<file path="src/rtl/fetch_unit.sv">
// Instruction fetch stage: PC register with redirect/stall priority, plus the IF/ID
// pipeline register feeding decode and a running count of loaded instructions.
module fetch_unit #(
    parameter logic [31:0] RESET_PC  = 32'h0000_0000,
    parameter logic [31:0] NOP_INSTR = 32'h0000_0013
) (
    input  logic        clk,
    input  logic        reset,
    input  logic        stall_f,
    input  logic        stall_d,
    input  logic        flush_d,
    input  logic        pc_src_e,
    input  logic [31:0] pc_target_e,
    input  logic [31:0] imem_rd,
    output logic [31:0] imem_addr,
    output logic [31:0] pc_f,
    output logic [31:0] instr_d,
    output logic [31:0] pc_d,
    output logic [31:0] pc_plus4_d,
    output logic        valid_d,
    output logic [31:0] fetch_count
);

    typedef struct packed {
        logic [31:0] instr;
        logic [31:0] pc;
        logic [31:0] pc_plus4;
        logic        valid;
    } ifid_t;

    localparam ifid_t BUBBLE = '{instr: NOP_INSTR, pc: 32'h0, pc_plus4: 32'h0, valid: 1'b0};

    logic [31:0] pc_q;
    logic [31:0] pc_plus4_f;
    logic [31:0] pc_next;
    ifid_t       ifid_q;
    logic [31:0] count_q;
    logic        ifid_load;

    // Targets are word-aligned here so pc_f[1:0] stays zero whatever the producer sends.
    logic unused_tgt_bits;
    assign unused_tgt_bits = ^pc_target_e[1:0];

    assign pc_plus4_f = pc_q + 32'd4;
    assign ifid_load  = !flush_d && !stall_d;

    always_comb begin
        pc_next = pc_q;
        if (pc_src_e)
            pc_next = {pc_target_e[31:2], 2'b00};
        else if (!stall_f)
            pc_next = pc_plus4_f;
    end

    always_ff @(posedge clk) begin
        if (reset)
            pc_q <= {RESET_PC[31:2], 2'b00};
        else
            pc_q <= pc_next;
    end

    always_ff @(posedge clk) begin
        if (reset || flush_d)
            ifid_q <= BUBBLE;
        else if (!stall_d)
            ifid_q <= '{instr: imem_rd, pc: pc_q, pc_plus4: pc_plus4_f, valid: 1'b1};
    end

    always_ff @(posedge clk) begin
        if (reset)
            count_q <= 32'h0;
        else if (ifid_load)
            count_q <= count_q + 32'd1;
    end

    assign pc_f        = pc_q;
    assign imem_addr   = pc_q;
    assign instr_d     = ifid_q.instr;
    assign pc_d        = ifid_q.pc;
    assign pc_plus4_d  = ifid_q.pc_plus4;
    assign valid_d     = ifid_q.valid;
    assign fetch_count = count_q;

endmodule

</file>
<file path="config.mk">
export PLATFORM = sky130hd
export DESIGN_NAME = fetch_unit
export DESIGN_NICKNAME = d
export VERILOG_FILES = /design/src/rtl/fetch_unit.sv
export SDC_FILE = /design/constraint.sdc
export NUM_CORES = 1
export LEC_CHECK = 0
export BUFFER_PORTS_ARGS = -buffer_cell sky130_fd_sc_hd__buf_2
export CAP_MARGIN = 20
export CORE_UTILIZATION = 30
export DETAILED_ROUTE_END_ITERATION = 8
export HOLD_SLACK_MARGIN = 0.02
export SYNTH_ARGS = -nofsm -noshare
export SYNTH_HDL_FRONTEND = slang
export SYNTH_SLANG_ARGS = --single-unit
</file>
<file path="constraint.sdc">
create_clock -name clk -period 2.99 [get_ports clk]
set_clock_uncertainty 0.15 [all_clocks]
set_input_delay 0.7475 -clock clk [delete_from_list [all_inputs] [get_ports clk]]
set_output_delay 0.7475 -clock clk [all_outputs]
set_load 0.02 [all_outputs]
</file>
======== After elaboration in Yosys (flattened, before gate mapping) ========
Cells that the tools add are included.
storage, ports and cells
  output and inout bits ................... 193
  logic and storage cells ................. 17
  bits in registers ....................... 161
  input port bits ......................... 70
operators by class
  equality and inequality tests ........... 1
  add/subtract/negate cells ............... 2
  multiplexer cells ....................... 2
  reduce and logical (&&, ||, !) cells .... 5
operators by type and width
  kind                   number
  $mux 32                2
  $add 32x1->32 const B  1
  $add 32x3->32 const B  1
  $logic_not 1->1        2
  $ne 2x1->1 const B     1
  $reduce_or 2->1        1
  $logic_and 1x1->1      1
  $logic_or 1x1->1       1

======== Depth between registers and ports, before layout ========
Gate-level depths: netlist (run 1).
  word-level depth ........................ 3
  depth in mapped cells ................... 7
  gate-level depth less buffers ........... 6

======== Worst setup path after synthesis (run 1) ========
No wires, ideal clock.
  path kind ............................... register to register
  from .................................... reg pc_q[2], in the netlist imem_addr[2]
  to ...................................... reg pc_q[26], in the netlist imem_addr[26]
  setup time .............................. 0.132 ns
  setup slack ............................. 0.447 ns
  arrival ................................. 2.261 ns
  period minus slack after synthesis ...... 2.543 ns
  path buffers ............................ 1
  cell stages (with the launch flop) ...... 8
  cells stage by stage .................... dfxtp_1 -> ha_1 -> nand3_1 -> or4_4 -> buf_6 -> nor4_4 -> mux2i_1 -> o21ai_0
on the way
  cells in the longest elaborated chain, start to end .. 3
RTL lines
  element                   line  RTL
  start: declaration        33    logic [31:0] pc_q;
  start signal: assignment  57    pc_q <= {RESET_PC[31:2], 2'b00};
  start signal: assignment  59    pc_q <= pc_next;
  $add 32x3->32             44    assign pc_plus4_f = pc_q + 32'd4;
  $mux 32                   51    else if (!stall_f)
  $mux 32                   49    if (pc_src_e)
No other way between the ends. The select of a mux whose other input is x is not followed.
A chain may end at the register's enable or synchronous reset.

======== Worst setup path in the final report (run 1) ========
  from .................................... reg pc_q[4], in the netlist imem_addr[4]
  to ...................................... reg pc_q[31], in the netlist imem_addr[31]
The elaborated chain is that of the path after synthesis.

==> results of run 1 <==
## sequential cells by signal (all words and copies together), names as in the netlist
signal and cells:
valid_d 1, fetch_count 32, imem_addr 30, pc_plus4_d 30
instr_d 32, pc_d 30
## where the power goes
part	leakage [nW]	switching, mW	internal (mW)
Combinational	2.42	0.344	0.210
Clock	0.304	0.902	1.41
Sequential	1.26	0.0848	2.13
## how the worst max path moves through the flow
stage	from	end	slack, ns	depth (start not counted)
after global routing	imem_addr[4]	imem_addr[31]	0.25	5
after floorplan	imem_addr[2]	imem_addr[26]	0.45	7
after detailed placement	imem_addr[4]	imem_addr[31]	0.42	5
final	imem_addr[4]	imem_addr[31]	0.37	5
after CTS	imem_addr[4]	imem_addr[31]	0.40	5
after global placement	flush_d	fetch_count[26]	0.41	6
## stage by stage
| step | utilization | instances | power [mW] | setup WS (ns) |
|---|---|---|---|---|
| final | 0.3929 | 1329 | 5.083 | 0.3741 |
| after global placement | 0.3657 | 1297 | 2.816 | 0.4112 |
| after global routing | 0.3929 | 1329 | 5.285 | 0.2515 |
| after detailed placement | 0.3657 | 1297 | 2.820 | 0.4151 |
| after floorplan | - | 811 | 2.648 | 0.4474 |
| after CTS | 0.3929 | 1329 | 5.147 | 0.4047 |
## synth_stat cells (2+ instances only)
master	count
nand4_1	12
mux2i_1	68
or3_1	10
a311oi_1	3
nor3_1	27
nor4_1	12
nor2b_1	3
a21oi_1	39
buf_1	12
clkbuf_1	40
nor4_4	2
o22ai_1	2
a211oi_1	18
o21ai_0	29
and2_1	4
xor2_1	20
and4_1	10
or4_1	2
nand2_1	37
ha_1	2
or2_2	3
nand3_1	17
xnor2_1	55
buf_2	4
nor2_1	147
dfxtp_1	155
inv_1	9
buf_4	39
and3_1	5
nor3b_1	2
## critical path: stages, from the launching register on
cell and delay, ns:
dfxtp_1 0.56, nand4_1 0.38, or3_1 0.67, nor4_4 0.40
mux2i_1 0.24, o22ai_1 0.09
## layout make-up
cell class | count | area share
sequential | 155 | 0.3457
multi-input combinational | 549 | 0.3800
clock buffer | 23 | 0.05436
clock inverter | 9 | 0.01491
tap | 313 | 0.04363
inverter | 10 | 0.004182
timing repair buffer | 270 | 0.1572
## per-layer routing
layer / track usage / wire (um)
met5: 0 / 0
met3: 0.04735 / 1368
met4: 0.04762 / 199
met1: 0.2065 / 9092
met2: 0.2681 / 9154
## kinds of logic after synthesis
group,after synthesis,synth area share
and+or+nand+nor,300,0.2077
DFF,155,0.4402
buffers and inverters,107,0.07969
AOI/OAI and AO/OA,96,0.07863
xor gates and xnor gates,75,0.09318
muxes,68,0.09656
adders and majority gates,2,0.003549
other,1,0.0005320
==> key figures, run 1 <==
Finish
  – Commonest non-fill, non-tap cells in the layout: buf_2, dfxtp_1, nor2_1
  – Commonest non-fill, non-tap cell in the layout: buf_2
  – Area growth syn-to-layout: 27.33%
  – Register area: ~0.0031 mm2
  – Multi-input gate area: roughly 0.0034 mm2
  – Final Cell Area: ~0.009 mm2
  – # nets final: around 1,100
  – Layout cells sized above 1: 0.3051
  – Fillers: 2,404
  – # diodes: 0

Worst setup path
  – Arrival time worst endpoint: roughly 2.8 ns
  – CP Data Required Time: about 3.1 ns
  – End of the worst register-to-register path: imem_addr[31]
  – Crit path max fanout: 10
  – CP endpoint kind: register
  – Start of the worst register-to-register path: imem_addr[4]
  – Worst reg2reg path depth: 5
  – Setup CP Type: reg -> reg
  – Critical Path Source Type: register
  – R2R Setup Slk: 0.37 ns

Power and ir drop
  – Leakage: around 4.0 nW
  – Worst VDD drop: about 0.3 mV
  – Cell Pwr Density: 566.2 mW/mm2

Clock tree
  – Resized Gates After CTS: 0
  – CTS Buffer Depth: 2
  – CTS Hold Bufs: 0
  – Post-CTS Setup Bufs: 0
  – CTS Buf Count: 17
  – CTS root buffer: clkbuf_16
  – Worst-path clk slew: ~0.06 ns
  – CTS H-tree depth: 4
  – CTS tree: done
  – Clock latency at the later pin of the worst-skew pair: between 0.4 and 0.5 ns
  – Clk sinks: about 160

Hold path
  – Worst Min Path Start: valid_d
  – Hold Crit Endpoint: valid_d
  – Hold Path Depth: 1
  – HP Class: reg -> reg

Detailed routing
  – Initial DRT Pass Iterations: 4
  – DRC violations left: 0
  – First DRT Iteration DRCs: 255
  – Via-to-Cell Ratio: about 4.7
  – Avg WL per Cell: roughly 15 um
  – ANT nets after route: 0
  – Final WL: about 20 mm
  – DR vias: roughly 6,200

Synth
  – Async SR Flop Fraction: 0
  – Share of the yosys chip area belonging to registers: 0.4402
  – Synth Flop Type: dfxtp_1
  – Post-synth top area cell: dfxtp_1
  – Yosys Warn Count: 0
  – Synthesized cell area: 0.007049 mm2
  – Syn avg cell area: approximately 8.8 um2
  – Netlist cell types: 46
  – Post-synth top area share: 0.4402
  – Post-synth EDFFs: 0
  – Synth Instances: 804
  – #FFs+latches synth: 155
  – Largest cells by area after synthesis: dfxtp_1, mux2i_1, nor2_1

Floorplanning
  – Vert. Die Dim: approximately 160 um
  – Starting Density: 0.3085
  – Top Ports: around 260
  – Core ar.: 0.02285 mm2
  – Die area: ~0.024 mm2
  – Site Rows: 55
  – Chip Width: ~160 um

Timing
  – Final hold vios: 0
  – Max-slew violation count: 0
  – Setup TNS Final: 0 ns
  – Fin crit share: 0.8749
  – RSZ-0062 raised after global routing: no
  – Final hold slack: between 0.3 and 0.4 ns
  – # setup viols final: 0
  – Slew @ Worst Pin: approximately 0.83 ns
  – Final min period: 2.616 ns
  – Slew headroom: 0.4481
  – Max Freq: roughly 380 MHz

Placement
  – Port buffer count: approximately 250
  – Placer Congestion: roughly 0.73
  – Dpl hpwl: between 10 and 15 mm
  – Placement Cell Area: 0.008354 mm2

Run
  – Number of max-cap violations: 0

Global route
  – Grt ovf: 0
  – Initial antenna violation count: 0
  – First-pass GRT wire length: approximately 31 mm
  – GRT Total Usage: 0.1631
  – Vias in the first global route: approximately 5,700
  – Largest net degree at the start of global routing: 48

Status
  – Status: finished, final reports clean
No activity file was read; power rests on OpenSTA's default activity.
==> run 2, diff against run 1 <==
--- a/config.mk
+++ b/config.mk
@@ -5,8 +5,10 @@
 export SDC_FILE = /design/constraint.sdc
 export NUM_CORES = 1
 export LEC_CHECK = 0
+export ABC_AREA = 1
 export BUFFER_PORTS_ARGS = -buffer_cell sky130_fd_sc_hd__buf_2
 export CAP_MARGIN = 20
+export CORE_MARGIN = 2
 export CORE_UTILIZATION = 30
 export DETAILED_ROUTE_END_ITERATION = 8
 export HOLD_SLACK_MARGIN = 0.02
==> run 2 against run 1 <==
  * Flip-flop and latch count unchanged
  * Cell area increased by 4.9%
  * Final cell count rose by 24%
  * Clock power barely moved
  * Setup slack better by 0.32 ns
  * Sequential power hardly changed
  * Clock-buffer cell count fell by 5
  * Critical path type is now reg -> out
  * Largest cell class unchanged
==> key figures, run 2 <==
Status
  – Status: finished, final reports clean

Placement
  – Port buffer count: 252 (unchanged)
  – Placer Congestion: 0.8577 (+17%)
  – Dpl hpwl: 17.61 mm (+27%)
  – Placed Cells incl. Taps: 1,609 (+24%)
  – DP Worst Slack: 0.7461 ns (+0.3310 ns)

Power and ir drop
  – Comb power frac: 0.112 (+0.003)
  – P_int: 3.586 mW (-4.4%)
  – Sw Pwr: 1.457 mW (+9.5%)
  – Sw Share: 0.2890 (+0.02713)
  – Leakage: 4.479 nW (+12%)
  – Cell Pwr Density: 535.8 mW/mm2 (-5.4%)
  – Worst VDD drop: 0.2460 mV (-18%)
  – Final Power: 5.043 mW (-0.78%)
  – Seq pwr share: 0.437 (about the same)
  – Clk network pwr share: 0.451 (-0.004)

Global route
  – GRT Total Usage: 0.1822 (+0.01911)
  – Vias in the first global route: 6,826 (+19%)
  – Initial antenna violation count: 2 (+2)
  – First-pass GRT wire length: 37.39 mm (+21%)
  – Largest net degree at the start of global routing: 117 (+140%)
  – Grt ovf: 0 (unchanged)

Clock tree
  – Worst-path clk slew: 0.07 ns (about the same)
  – CTS Buf Count: 17 (unchanged)
  – Resized Gates After CTS: 0 (unchanged)
  – CTS Hold Bufs: 0 (unchanged)
  – CTS root buffer: clkbuf_16
  – CTS H-tree depth: 4 (unchanged)
  – CTS Buffer Depth: 2 (unchanged)
  – CTS tree: done
  – Clk sinks: 155 (unchanged)
  – Clock latency at the later pin of the worst-skew pair: 0.43 ns (about the same)
  – Post-CTS Setup Bufs: 0 (unchanged)

Synth
  – Post-synth EDFFs: 0 (unchanged)
  – Post-synth top area share: 0.4167 (-0.02352)
  – Yosys Warn Count: 0 (unchanged)
  – Netlist cell types: 37 (-20%)
  – #FFs+latches synth: 155 (unchanged)
  – Most common library cells after synthesis: nand2_1, nor2_1, dfxtp_1
  – Async SR Flop Fraction: 0 (unchanged)
  – Share of the yosys chip area belonging to registers: 0.4167 (-0.02352)
  – Syn avg cell area: 6.795 um2 (-23%)
  – Post-synth top area cell: dfxtp_1
  – Synth Flop Type: dfxtp_1
  – Largest cells by area after synthesis: dfxtp_1, nand2_1, nor2_1
  – Synthesized cell area: 0.007447 mm2 (+5.6%)
  – Synth Instances: 1,096 (+36%)
  – Count leader, synth: nand2_1

Timing
  – Slew @ Worst Pin: 0.6345 ns (-0.1933 ns)
  – Setup TNS Final: 0 ns (unchanged)
  – Fin crit share: 0.7687 (-0.1062)
  – # setup viols final: 0 (unchanged)
  – RSZ-0062 raised after global routing: no
  – Final hold vios: 0 (unchanged)
  – Setup ws final: 0.6915 ns (+0.3175 ns)
  – Max Freq: 435.1 MHz (+14%)
  – Slew headroom: 0.5765 (+0.1284)
  – Max-slew violation count: 0 (unchanged)
  – Final hold slack: 0.3116 ns (-0.0005130 ns)
  – Final min period: 2.298 ns (-0.3175 ns)

Run
  – Number of max-cap violations: 0 (unchanged)

Floorplanning
  – Die area: 0.02610 mm2 (+8.2%)
  – Top Ports: 263 (unchanged)
  – Starting Density: 0.3062 (-0.002323)
  – Chip Width: 161.6 um (+4.0%)
  – Core ar.: 0.02432 mm2 (+6.4%)
  – Site Rows: 57 (+3.6%)
  – Vert. Die Dim: 161.6 um (+4.0%)

Detailed routing
  – DRC violations left: 0 (unchanged)
  – Final WL: 23.97 mm (+21%)
  – Initial DRT Pass Iterations: 5 (+1)
  – Avg WL per Cell: 14.60 um (-2.1%)
  – Via-to-Cell Ratio: 4.483 (-4.5%)
  – ANT nets after route: 0 (unchanged)
  – DR vias: 7,361 (+18%)
  – First DRT Iteration DRCs: 452 (+77%)

Finish
  – Commonest non-fill, non-tap cell in the layout: nand2_1
  – Area growth syn-to-layout: 26.38%
  – Commonest non-fill, non-tap cells in the layout: nand2_1, buf_2, dfxtp_1
  – Fillers: 2,662 (+11%)
  – # nets final: 1,376 (+28%)
  – Register area: 0.003103 mm2 (unchanged)
  – Non-Filler Instances: 1,642 (+24%)
  – Layout cells sized above 1: 0.2528 (-0.05227)
  – Multi-input gate area: 0.003482 mm2 (+2.1%)

Worst setup path
  – CP cell instances: buf_2
  – Crit path max fanout: 7 (-3)
  – Worst reg2reg path depth: 8 (+3)
  – Arrival time worst endpoint: 1.40 ns (-1.36 ns)
  – R2R Setup Slk: 0.96 ns (+0.59 ns)
  – Slowest stage delay, CP: 0.69 ns (+0.02 ns)
  – Delay-heaviest family, CP: flip-flops
  – Setup CP Type: reg -> out
  – CP Data Required Time: 2.09 ns (-1.05 ns)
  – End of the worst register-to-register path: imem_addr[16]
  – Critical Path Source Type: register
  – Slowest stage cell, crit path: dfxtp_1
  – CP endpoint kind: output pin
  – Start of the worst register-to-register path: imem_addr[2]
  – Buf+Inv Stages, Crit Path: 1 (+1)

Hold path
  – HP Class: reg -> reg
  – Hold Path Depth: 2 (+1)
  – Hold Crit Endpoint: instr_d[19]
  – Worst Min Path Start: instr_d[19]
==> run 2: through the flow <==
step                  util  area [um2]
global placement    0.3620        8805
CTS                 0.3869        9409
detailed placement  0.3620        8805
finish              0.3870        9412
global route        0.3870        9412
floorplan                -        7473
==> run 2: worst register-to-register path: cells and delay by family, from the launching register on <==
kind                       cells  cell delay (ns)
DFF                            1             0.50
AOI/OAI and AO/OA              1             0.12
adders and majority gates      1             0.27
and+or+nand+nor                5             0.67
xor gates and xnor gates       1             0.27
==> run 2: how the worst max path moves through the flow <==
stage	start	endpoint	cells past startpoint
floorplan	stall_d	fetch_count[29]	9
global placement	stall_d	fetch_count[30]	9
detailed placement	stall_d	fetch_count[30]	9
CTS	imem_addr[17]	imem_addr[17]	1
global route	imem_addr[17]	imem_addr[17]	1
finish	imem_addr[17]	imem_addr[17]	1
==> run 2: final cells by class <==
cell class                 instances  area share
antenna                            1   0.0002659
clock buffer                      18     0.04560
sequential                       155      0.3297
multi-input combinational        754      0.3700
inverter                         112     0.04520
clock inverter                    14     0.01861
timing repair buffer             264      0.1476
tap                              324     0.04307
==> run 2: power by group through the flow <==
stage	registers, mW	clock network (mW)	logic [mW]
final	2.20	2.28	0.564
after detailed placement	2.25	0	0.569
after floorplan	2.32	0	0.302
after global placement	2.25	0	0.565
after global routing	2.21	2.43	0.622
after CTS	2.20	2.35	0.571
==> run 2: logic make-up (layout without fill, tap and decap cells) <==
family,after synthesis,count (layout),share of synthesized area
compound gates,192,192,0.1329
xor+xnor,21,21,0.02772
fa+ha+maj,2,2,0.003360
buf+inv,194,408,0.1200
flops,155,155,0.4167
other cells,1,9,0.0005035
simple gates,531,531,0.2989
==> run 2: routing by layer <==
| layer | vias up | routed length (um) | GRT usage |
|---|---|---|---|
| li1 | 3813 | - | - |
| met1 | 3302 | 10850 | 0.2355 |
| met2 | 220 | 11110 | 0.3015 |
| met3 | 24 | 1613 | 0.04571 |
| met4 | 2 | 379 | 0.05154 |
| met5 | - | 13 | 0 |
